==> config.mk <==
export PLATFORM = sky130hd
export DESIGN_NAME = reg_cmd_ctrl_flat
export DESIGN_NICKNAME = d
export VERILOG_FILES = /design/src/rtl/reg_cmd_ctrl_if.sv /design/src/rtl/reg_cmd_ctrl.sv /design/src/flat_wrapper.sv
export SDC_FILE = /design/constraint.sdc
export NUM_CORES = 1
export LEC_CHECK = 0
export CORE_UTILIZATION = 51
export DETAILED_ROUTE_END_ITERATION = 8
export PLACE_DENSITY = 0.88
export SLEW_MARGIN = 20
export SYNTH_ARGS = -nofsm -noshare
export SYNTH_HDL_FRONTEND = slang
export SYNTH_SLANG_ARGS = --single-unit
==> constraint.sdc <==
create_clock -name clk -period 4.89 [get_ports clk]
set_input_delay 0.978 -clock clk [delete_from_list [all_inputs] [get_ports clk]]
set_output_delay 0.978 -clock clk [all_outputs]
set_load 0.01 [all_outputs]
==> src/rtl/reg_cmd_ctrl_if.sv <==
// Bundle between reg_cmd_ctrl and its surroundings: UART rx/tx
// byte handshakes plus the register-file write/read port.
//   master : the controller (drives strobes, address, data, tx byte, ERR)
//   slave  : UART + register file side (drives rx byte, TX_BUSY, RdData)
interface reg_cmd_ctrl_if #(
  parameter int WIDTH = 16,
  parameter int ADDR  = 3
);
  logic [7:0]       RX_P_DATA;
  logic             RX_D_VLD;
  logic             TX_BUSY;
  logic [WIDTH-1:0] RdData;
  logic             WrEn;
  logic             RdEn;
  logic [ADDR-1:0]  Address;
  logic [WIDTH-1:0] WrData;
  logic [7:0]       TX_P_DATA;
  logic             TX_D_VLD;
  logic             ERR;

  modport master (
    input  RX_P_DATA, RX_D_VLD, TX_BUSY, RdData,
    output WrEn, RdEn, Address, WrData,
    output TX_P_DATA, TX_D_VLD, ERR
  );

  modport slave (
    output RX_P_DATA, RX_D_VLD, TX_BUSY, RdData,
    input  WrEn, RdEn, Address, WrData,
    input  TX_P_DATA, TX_D_VLD, ERR
  );
endinterface

==> src/rtl/reg_cmd_ctrl.sv <==
// Register command controller: decodes UART frames (AA addr data.. /
// BB addr), strobes the register file, streams read data back LSB first.
// Ports: clk, rst (async, active-high), bus (reg_cmd_ctrl_if.master).
// Option: define REG_CMD_CTRL_TIMEOUT_EN to abort a frame after
// TIMEOUT_CYC cycles without a received byte.
module reg_cmd_ctrl #(
  parameter int WIDTH       = 16,
  parameter int ADDR        = 3,
  parameter int RD_LAT      = 1,
  parameter int TIMEOUT_CYC = 1024
) (
  input  logic            clk,
  input  logic            rst,
  reg_cmd_ctrl_if.master  bus
);
  localparam int BYTES = WIDTH / 8;
  localparam int DEPTH = 2 ** ADDR;
  localparam int CNT_W = (BYTES > 1) ? $clog2(BYTES) : 1;

  localparam logic [CNT_W-1:0] LAST_BYTE = CNT_W'(BYTES - 1);
  localparam logic [1:0]       LAT_LAST  = 2'(RD_LAT - 1);

  localparam logic [7:0] CMD_WR = 8'hAA;
  localparam logic [7:0] CMD_RD = 8'hBB;

  localparam logic [2:0] IDLE   = 3'd0;
  localparam logic [2:0] W_ADDR = 3'd1;
  localparam logic [2:0] W_DATA = 3'd2;
  localparam logic [2:0] WRITE  = 3'd3;
  localparam logic [2:0] R_ADDR = 3'd4;
  localparam logic [2:0] READ   = 3'd5;
  localparam logic [2:0] R_WAIT = 3'd6;
  localparam logic [2:0] SEND   = 3'd7;

  if (WIDTH % 8 != 0 || WIDTH < 8 || WIDTH > 32) begin : gBadWidth
    $error("reg_cmd_ctrl: WIDTH must be 8, 16, 24 or 32");
  end
  if (ADDR < 1 || ADDR > 8) begin : gBadAddr
    $error("reg_cmd_ctrl: ADDR must be 1..8");
  end
  if (RD_LAT < 1 || RD_LAT > 3) begin : gBadLat
    $error("reg_cmd_ctrl: RD_LAT must be 1..3");
  end
  if (TIMEOUT_CYC < 1) begin : gBadTo
    $error("reg_cmd_ctrl: TIMEOUT_CYC must be >= 1");
  end

  logic [2:0]       state;
  logic [CNT_W-1:0] byteCnt;
  logic [1:0]       latCnt;
  logic [ADDR-1:0]  addrQ;
  logic [WIDTH-1:0] wrDataQ;
  logic [WIDTH-1:0] capQ;
  logic             errQ;

  logic       rxVld;
  logic [7:0] rxByte;
  logic       addrBad;
  logic       waiting;
  logic       toHit;
  logic [7:0] txByte;

  assign rxVld  = bus.RX_D_VLD;
  assign rxByte = bus.RX_P_DATA;

  // compare in 32 bits so ADDR = 8 (DEPTH = 256) needs no special case
  assign addrBad = ({24'd0, rxByte} >= 32'(DEPTH));

  // states in which the FSM is mid-frame, waiting on the next rx byte
  assign waiting = (state == W_ADDR) ||
                   (state == W_DATA) ||
                   (state == R_ADDR);

`ifdef REG_CMD_CTRL_TIMEOUT_EN
  localparam int TO_W = $clog2(TIMEOUT_CYC + 1);
  localparam logic [TO_W-1:0] TO_LAST = TO_W'(TIMEOUT_CYC - 1);

  logic [TO_W-1:0] toCnt;

  // toCnt = idle cycles already spent; hit on the TIMEOUT_CYC-th one
  assign toHit = waiting && !rxVld && (toCnt == TO_LAST);

  always_ff @(posedge clk or posedge rst) begin
    if (rst) begin
      toCnt <= '0;
    end else if (!waiting || rxVld || toHit) begin
      toCnt <= '0;
    end else begin
      toCnt <= toCnt + TO_W'(1);
    end
  end
`else
  assign toHit = 1'b0;
`endif

  always_ff @(posedge clk or posedge rst) begin
    if (rst) begin
      state   <= IDLE;
      byteCnt <= '0;
      latCnt  <= '0;
      addrQ   <= '0;
      wrDataQ <= '0;
      capQ    <= '0;
      errQ    <= 1'b0;
    end else begin
      errQ <= 1'b0;
      unique case (state)
        IDLE: begin
          if (rxVld) begin
            unique case (1'b1)
              (rxByte == CMD_WR): state <= W_ADDR;
              (rxByte == CMD_RD): state <= R_ADDR;
              default:            errQ  <= 1'b1;
            endcase
          end
        end

        W_ADDR, R_ADDR: begin
          if (rxVld) begin
            if (addrBad) begin
              errQ  <= 1'b1;
              state <= IDLE;
            end else begin
              addrQ   <= rxByte[ADDR-1:0];
              byteCnt <= '0;
              state   <= (state == W_ADDR) ? W_DATA : READ;
            end
          end else if (toHit) begin
            errQ  <= 1'b1;
            state <= IDLE;
          end
        end

        W_DATA: begin
          if (rxVld) begin
            for (int k = 0; k < BYTES; k++) begin
              if (byteCnt == CNT_W'(k)) begin
                wrDataQ[8*k +: 8] <= rxByte;
              end
            end
            if (byteCnt == LAST_BYTE) begin
              byteCnt <= '0;
              state   <= WRITE;
            end else begin
              byteCnt <= byteCnt + CNT_W'(1);
            end
          end else if (toHit) begin
            errQ  <= 1'b1;
            state <= IDLE;
          end
        end

        WRITE: begin
          errQ  <= rxVld;
          state <= IDLE;
        end

        READ: begin
          errQ   <= rxVld;
          latCnt <= '0;
          state  <= R_WAIT;
        end

        // RdData is valid after RD_LAT edges counted from the RdEn edge
        R_WAIT: begin
          errQ <= rxVld;
          if (latCnt == LAT_LAST) begin
            capQ    <= bus.RdData;
            byteCnt <= '0;
            state   <= SEND;
          end else begin
            latCnt <= latCnt + 2'd1;
          end
        end

        SEND: begin
          errQ <= rxVld;
          if (!bus.TX_BUSY) begin
            if (byteCnt == LAST_BYTE) begin
              byteCnt <= '0;
              state   <= IDLE;
            end else begin
              byteCnt <= byteCnt + CNT_W'(1);
            end
          end
        end

        default: state <= IDLE;
      endcase
    end
  end

  always_comb begin
    txByte = 8'h00;
    for (int k = 0; k < BYTES; k++) begin
      if (byteCnt == CNT_W'(k)) begin
        txByte = capQ[8*k +: 8];
      end
    end
  end

  assign bus.WrEn      = (state == WRITE);
  assign bus.RdEn      = (state == READ);
  assign bus.Address   = addrQ;
  assign bus.WrData    = wrDataQ;
  assign bus.TX_D_VLD  = (state == SEND);
  assign bus.TX_P_DATA = (state == SEND) ? txByte : 8'h00;
  assign bus.ERR       = errQ;
endmodule

==> src/flat_wrapper.sv <==
// flat-port wrapper written by rule: the top's interface ports become plain ports
module reg_cmd_ctrl_flat 
#(
  parameter int WIDTH       = 16,
  parameter int ADDR        = 3,
  parameter int RD_LAT      = 1,
  parameter int TIMEOUT_CYC = 1024
)
  (clk, rst, bus_RX_P_DATA, bus_RX_D_VLD, bus_TX_BUSY, bus_RdData, bus_WrEn, bus_RdEn, bus_Address, bus_WrData, bus_TX_P_DATA, bus_TX_D_VLD, bus_ERR);
  reg_cmd_ctrl_if #(.WIDTH(WIDTH), .ADDR(ADDR)) bus_i ();
  input  logic clk;
  input  logic rst;
  input wire logic [$bits(bus_i.RX_P_DATA)-1:0] bus_RX_P_DATA;
  input wire logic [$bits(bus_i.RX_D_VLD)-1:0] bus_RX_D_VLD;
  input wire logic [$bits(bus_i.TX_BUSY)-1:0] bus_TX_BUSY;
  input wire logic [$bits(bus_i.RdData)-1:0] bus_RdData;
  output wire logic [$bits(bus_i.WrEn)-1:0] bus_WrEn;
  output wire logic [$bits(bus_i.RdEn)-1:0] bus_RdEn;
  output wire logic [$bits(bus_i.Address)-1:0] bus_Address;
  output wire logic [$bits(bus_i.WrData)-1:0] bus_WrData;
  output wire logic [$bits(bus_i.TX_P_DATA)-1:0] bus_TX_P_DATA;
  output wire logic [$bits(bus_i.TX_D_VLD)-1:0] bus_TX_D_VLD;
  output wire logic [$bits(bus_i.ERR)-1:0] bus_ERR;
  assign bus_i.RX_P_DATA = bus_RX_P_DATA;
  assign bus_i.RX_D_VLD = bus_RX_D_VLD;
  assign bus_i.TX_BUSY = bus_TX_BUSY;
  assign bus_i.RdData = bus_RdData;
  assign bus_WrEn = bus_i.WrEn;
  assign bus_RdEn = bus_i.RdEn;
  assign bus_Address = bus_i.Address;
  assign bus_WrData = bus_i.WrData;
  assign bus_TX_P_DATA = bus_i.TX_P_DATA;
  assign bus_TX_D_VLD = bus_i.TX_D_VLD;
  assign bus_ERR = bus_i.ERR;
  reg_cmd_ctrl #(.WIDTH(WIDTH), .ADDR(ADDR), .RD_LAT(RD_LAT), .TIMEOUT_CYC(TIMEOUT_CYC)) u_core (.clk(clk), .rst(rst), .bus(bus_i));
endmodule
==> run_results.csv, run 1 <==
group,metric,value,unit
status,status,"completed",
clock_network,clkTransAtPathRegs,0.08,ns
layout,syn2layout_area_growth,35.3,%
setup_path,slowest_stage,"dfrtp_1",
floorplan,start_util,54.3,%
placement,dpl_cell_area,2640,µm²
setup_path,critPathCaptureType,"output pin",
hold_path,min_from,"u_core.bus.WrData[12]",
detailed_routing,wl_per_cell,16.0,µm
floorplan,fp-row-count,22,
timing,min_period_over_period,63.4,%
placement,dpl.hpwl,3130,µm
yosys,async_reset_ff_share,100,%
layout,diodes,0,
yosys,ys_types,35,
setup_path,critPathRequiredTime,3.91,ns
clock_network,cts_tree,"built",
timing,rsz0062_at_grt,"false",
yosys,yosys_warnings,0,
timing,slew-limit-headroom,62.7,%
layout,post-route-util,73.5,%
yosys,synthTopCellsByArea,"dfrtp_1 (52%), mux2_2 (20%), mux2i_1 (4.4%), nor2_1 (2.0%), inv_1 (1.7%)",
detailed_routing,drc_errors,0,
power,powerDensity,367,nW/µm²
yosys,synth_edf_count,0,
timing,finalWorstSetupSlack,1.79,ns
setup_path,cp_cell_sequence,"nand3_1 -> nor2_1 -> clkdlybuf4s50_1",
yosys,synthTopCellsByCount,"dfrtp_1 (42), mux2_2 (36), nor2_1 (11)",
layout,multi_input_area,905,µm²
power,leakagePower,1.26,nW
yosys,netlist_instances,167,
timing,skew,0.00518,ns
clock_network,h-tree-depth,2,
setup_path,r2r_setup_slack,2.82,ns
setup_path,cp-startpoint,"u_core.state[0]",
global_routing,grt_pass1_wl,7120,µm
yosys,yosysSeqAreaShare,51.7,%
global_routing,antenna_found_initial,0,
yosys,syn_area,2030,µm²
detailed_routing,vias_per_cell,5.36,
timing,post-route-min-period,3.10,ns
timing,finalMaxSlewViolations,0,
layout,finalInstanceArea,2750,µm²
global_routing,grt_max_degree,43,
timing,setup_viol,0,
yosys,synth_top_area_cell,"dfrtp_1",
layout,drive_above_1_share,22.5,%
clock_network,clock-sinks,42,
setup_path,crit_arrival,2.12,ns
timing,fin_setup_tns,0,ns
clock_network,cts_hold_buf,0,
setup_path,startpoint_type,"flop",
detailed_routing,routed_wl,4390,µm
setup_path,path_max_fanout,17,
timing,tightest_slew,0.559,ns
global_routing,grt_usage,22.6,%
yosys,synth.most_common_cell,"dfrtp_1",
yosys,synth_ff_type,"dfrtp_1",
floorplan,dieWidth,65.1,µm
placement,dpl_worst_slack,2.00,ns
floorplan,dieHeight,65.1,µm
hold_path,hold_class,"reg2reg",
global_routing,overflow,0,
timing,finalHoldViolCount,0,
yosys,synth-seq-cells,42,
clock_network,ctsResizeCount,0,
timing,whs,0.509,ns
yosys,syn_area_per_cell,12.2,µm²
placement,io_buffers,58,
clock_network,cts_buffer_depth,2,
floorplan,io_pins,59,
detailed_routing,first_pass_iters,4,
clock_network,cts_inserted_buffers,5,
detailed_routing,vias,1473,
detailed_routing,drt_iter0_markers,109,
power,ir_drop,0.317,mV
global_routing,grt_pass1_vias,1490,
detailed_routing,ant_nets,0,
run,drv_cap,0,
yosys,syn-num-nets,196,
layout,final_nets,255,
clock_network,postCtsSetupBuffers,0,
layout,seqCellArea,1050,µm²
yosys,synth_top_area_share,51.7,%
clock_network,root_buffer,"clkbuf_8",
placement,globalplace.congestion,0.864,
setup_path,critical_path_class,"reg2out",
setup_path,r2r_start,"u_core.state[1]",
floorplan,dieArea,4240,µm²
layout,n_fill_cell,271,
floorplan,coreArea,3740,µm²
clock_network,clk_latency,0.29,ns
timing,fmax,323,MHz
setup_path,critical_path.max_stage_delay,0.68,ns
-- logic make-up after synthesis --
kind of cell	synth area share [%]
DFF	51.7
muxes	25.1
AOI/OAI and AO/OA	5.60
xor gates and xnor gates	1.29
adders and majority gates	0.615
and+or+nand+nor	11.9
buffers and inverters	3.82
-- registers in the layout (all words and copies together) (netlist names) --
name	flops
u_core.bus.ERR	1
u_core.state	3
u_core.bus.WrData	16
u_core.latCnt	2
u_core.bus.Address	3
u_core.capQ	16
u_core.byteCnt	1
-- worst max-delay path: cells and delay by family, from the launching register on --
family                 cells  cell delay [ns]
buffers and inverters      1             0.55
DFF                        1             0.68
and+or+nand+nor            2             0.60
-- worst paths after layout --
kind | to | cells past startpoint
setup / recovery | bus_TX_P_DATA[6] | 3
hold / removal | u_core.bus.WrData[12] | 1
min in group asynchronous | u_core.bus.Address[1] | 3
hold reg to reg | u_core.bus.WrData[12] | 1
setup reg to reg | u_core.bus.WrData[6] | 4
max in group asynchronous | u_core.latCnt[0] | 3
-- power by group --
group / internal, W / total [W] / switching [W]
Clock: 0.000152 / 0.000273 / 0.000121
Sequential: 0.000396 / 0.000458 / 0.0000620
Combinational: 0.000169 / 0.000279 / 0.000110
-- layout by cell type (no fill, tap or decap), types with 3 or more instances in the layout --
cell             count
a21oi_1              5
clkbuf_8             5
clkdlybuf4s50_1     58
dfrtp_1             42
inv_1                9
mux2_2              36
mux2i_1              9
nand2_1              9
nor2_1              11
nor3_1               4
o21ai_0              5
o21ai_1              3
-- final cells by class --
| class | instances | area share, % |
|---|---|---|
| Multi-Input combinational cell | 109 | 32.9 |
| Timing Repair Buffer | 59 | 21.4 |
| Sequential cell | 42 | 38.2 |
| Inverter | 9 | 1.23 |
| Clock inverter | 3 | 1.64 |
| Clock buffer | 5 | 2.50 |
| Tap cell | 48 | 2.18 |
-- through the flow --
stage          total power, W  std cells
4_1_cts               0.00101        275
3_3_place_gp         0.000734        267
6_report              0.00101        275
2_1_floorplan        0.000625        167
3_5_place_dp         0.000740        267
5_1_grt               0.00106        275
-- layer usage --
layer | GRT usage [%] | up-vias | part of all wire, %
li1 | - | 709 | -
met1 | 28.7 | 721 | 44
met2 | 37.6 | 35 | 51
met3 | 5.56 | 8 | 3.6
met4 | 7.88 | 0 | 1.5
met5 | 0 | - | 0
(Power assumes the default switching activity.)
==> run 2: changes to the inputs <==
CORE_UTILIZATION = 47   (was 51)
PLACE_DENSITY = 0.82   (was 0.88)
clock period = 3.2 ns   (was 4.89 ns; I/O delays follow)
==> run_results.csv, run 2 (same netlist as run 1, synthesis figures left out) <==
group,metric,value,unit
timing,min_period_over_period,86.9,%
power,leakagePower,1.25,nW
power,combPwrFrac,28.6,%
timing,skew,0.00604,ns
floorplan,dieArea,4590,µm²
layout,mostFrequentLayoutCells,"clkdlybuf4s50_1 (58), dfrtp_1 (42), mux2_2 (36)",
power,powerDensity,538,nW/µm²
setup_path,crit_arrival,2.14,ns
floorplan,coreArea,4090,µm²
setup_path,critical_path_class,"reg2out",
status,status,"completed",
clock_network,postCtsSetupBuffers,0,
detailed_routing,drc_errors,0,
placement,io_buffers,58,
setup_path,path_max_fanout,17,
global_routing,grt_usage,19.8,%
global_routing,grt_pass1_vias,1375,
detailed_routing,drt_iter0_markers,114,
clock_network,clkTransAtPathRegs,0.08,ns
timing,rsz0062_at_grt,"false",
global_routing,antenna_found_initial,0,
power,swShare,29.5,%
placement,dpl_worst_slack,0.641,ns
floorplan,io_pins,59,
layout,diodes,0,
layout,drive_above_1_share,22.5,%
clock_network,cts_inserted_buffers,5,
setup_path,reg2regPathDepth,4,
floorplan,dieWidth,67.8,µm
clock_network,cts_buffer_depth,2,
timing,finalMaxSlewViolations,0,
clock_network,ctsResizeCount,0,
floorplan,fp-row-count,23,
timing,setup_viol,0,
placement,globalplace.congestion,0.882,
timing,fin_setup_tns,0,ns
setup_path,critPathCaptureType,"output pin",
detailed_routing,routed_wl,4120,µm
clock_network,clock-sinks,42,
clock_network,h-tree-depth,2,
timing,finalHoldViolCount,0,
timing,post-route-min-period,2.78,ns
detailed_routing,vias_per_cell,5.35,
clock_network,root_buffer,"clkbuf_8",
detailed_routing,wl_per_cell,14.9,µm
timing,finalWorstSetupSlack,0.420,ns
global_routing,grt_max_degree,43,
hold_path,holdPathStages,1,
global_routing,overflow,0,
power,ir_drop,0.341,mV
timing,slew-limit-headroom,62.3,%
clock_network,clk_latency,0.29,ns
placement,dpl.hpwl,2960,µm
clock_network,cts_tree,"built",
global_routing,grt_pass1_wl,6590,µm
power,p_int,0.00104,W
setup_path,critPathRequiredTime,2.56,ns
layout,layout_commonest_cell,"clkdlybuf4s50_1",
timing,fmax,360,MHz
hold_path,hold_class,"reg2reg",
detailed_routing,ant_nets,0,
clock_network,cts_hold_buf,0,
power,p_switching,0.000433,W
power,pwr-share-clk,23.9,%
layout,syn2layout_area_growth,34.5,%
timing,tightest_slew,0.563,ns
detailed_routing,first_pass_iters,4,
setup_path,startpoint_type,"flop",
run,drv_cap,0,
detailed_routing,vias,1482,
power,seq_power_share,47.5,%
floorplan,dieHeight,67.8,µm
layout,final_nets,255,
floorplan,start_util,49.8,%
[run 2: path summary, 6_finish.rpt]
path,start,slack [ns],end
max in group asynchronous,rst,2.08,u_core.capQ[0]
min in group asynchronous,rst,0.78,u_core.bus.WrData[1]
min,u_core.capQ[10],0.51,u_core.capQ[10]
max reg2reg,u_core.state[1],1.13,u_core.bus.WrData[1]
max,u_core.state[0],0.42,bus_TX_P_DATA[2]
min reg2reg,u_core.capQ[10],0.51,u_core.capQ[10]
[run 2: through the flow]
step                util, %  hold slack [ns]  instances  power (W)  area, µm²
floorplan                 -            0.471        167   0.000955       2030
global placement       64.6            0.487        269    0.00112       2640
detailed placement     64.6            0.493        269    0.00113       2640
CTS                    66.9            0.512        277    0.00148       2740
global route           66.9            0.521        277    0.00155       2740
finish                 66.9            0.512        277    0.00147       2740
[run 2: metal layers]
layer  part of all wire (%)  wire length, µm  GRT usage [%]
met1                     43             1780           26.1
met2                     52             2140           31.6
met3                    3.7              154           4.56
met4                    1.0               42           7.81
met5                      0                0              0
[run 2: worst max-delay path, cell delays in order (launching register included)]
cell,delay (ns)
dfrtp_1,0.67
nand3_1,0.39
nor2_1,0.23
clkdlybuf4s50_1,0.56
[run 2: area by class of cell]
class	count	area (µm²)
Timing Repair Buffer	59	588
Multi-Input combinational cell	109	905
Inverter	9	33.8
Sequential cell	42	1050
Fill cell	314	1350
Clock buffer	6	82.6
Tap cell	50	62.6
Clock inverter	2	12.5
[run 2: power by group through the flow]
stage	Combinational, W	Sequential, W	Clock [W]
floorplan	0.000279	0.000676	0
global placement	0.000415	0.000706	0
detailed placement	0.000421	0.000708	0
CTS	0.000424	0.000698	0.000362
global route	0.000452	0.000714	0.000383
finish	0.000421	0.000698	0.000351
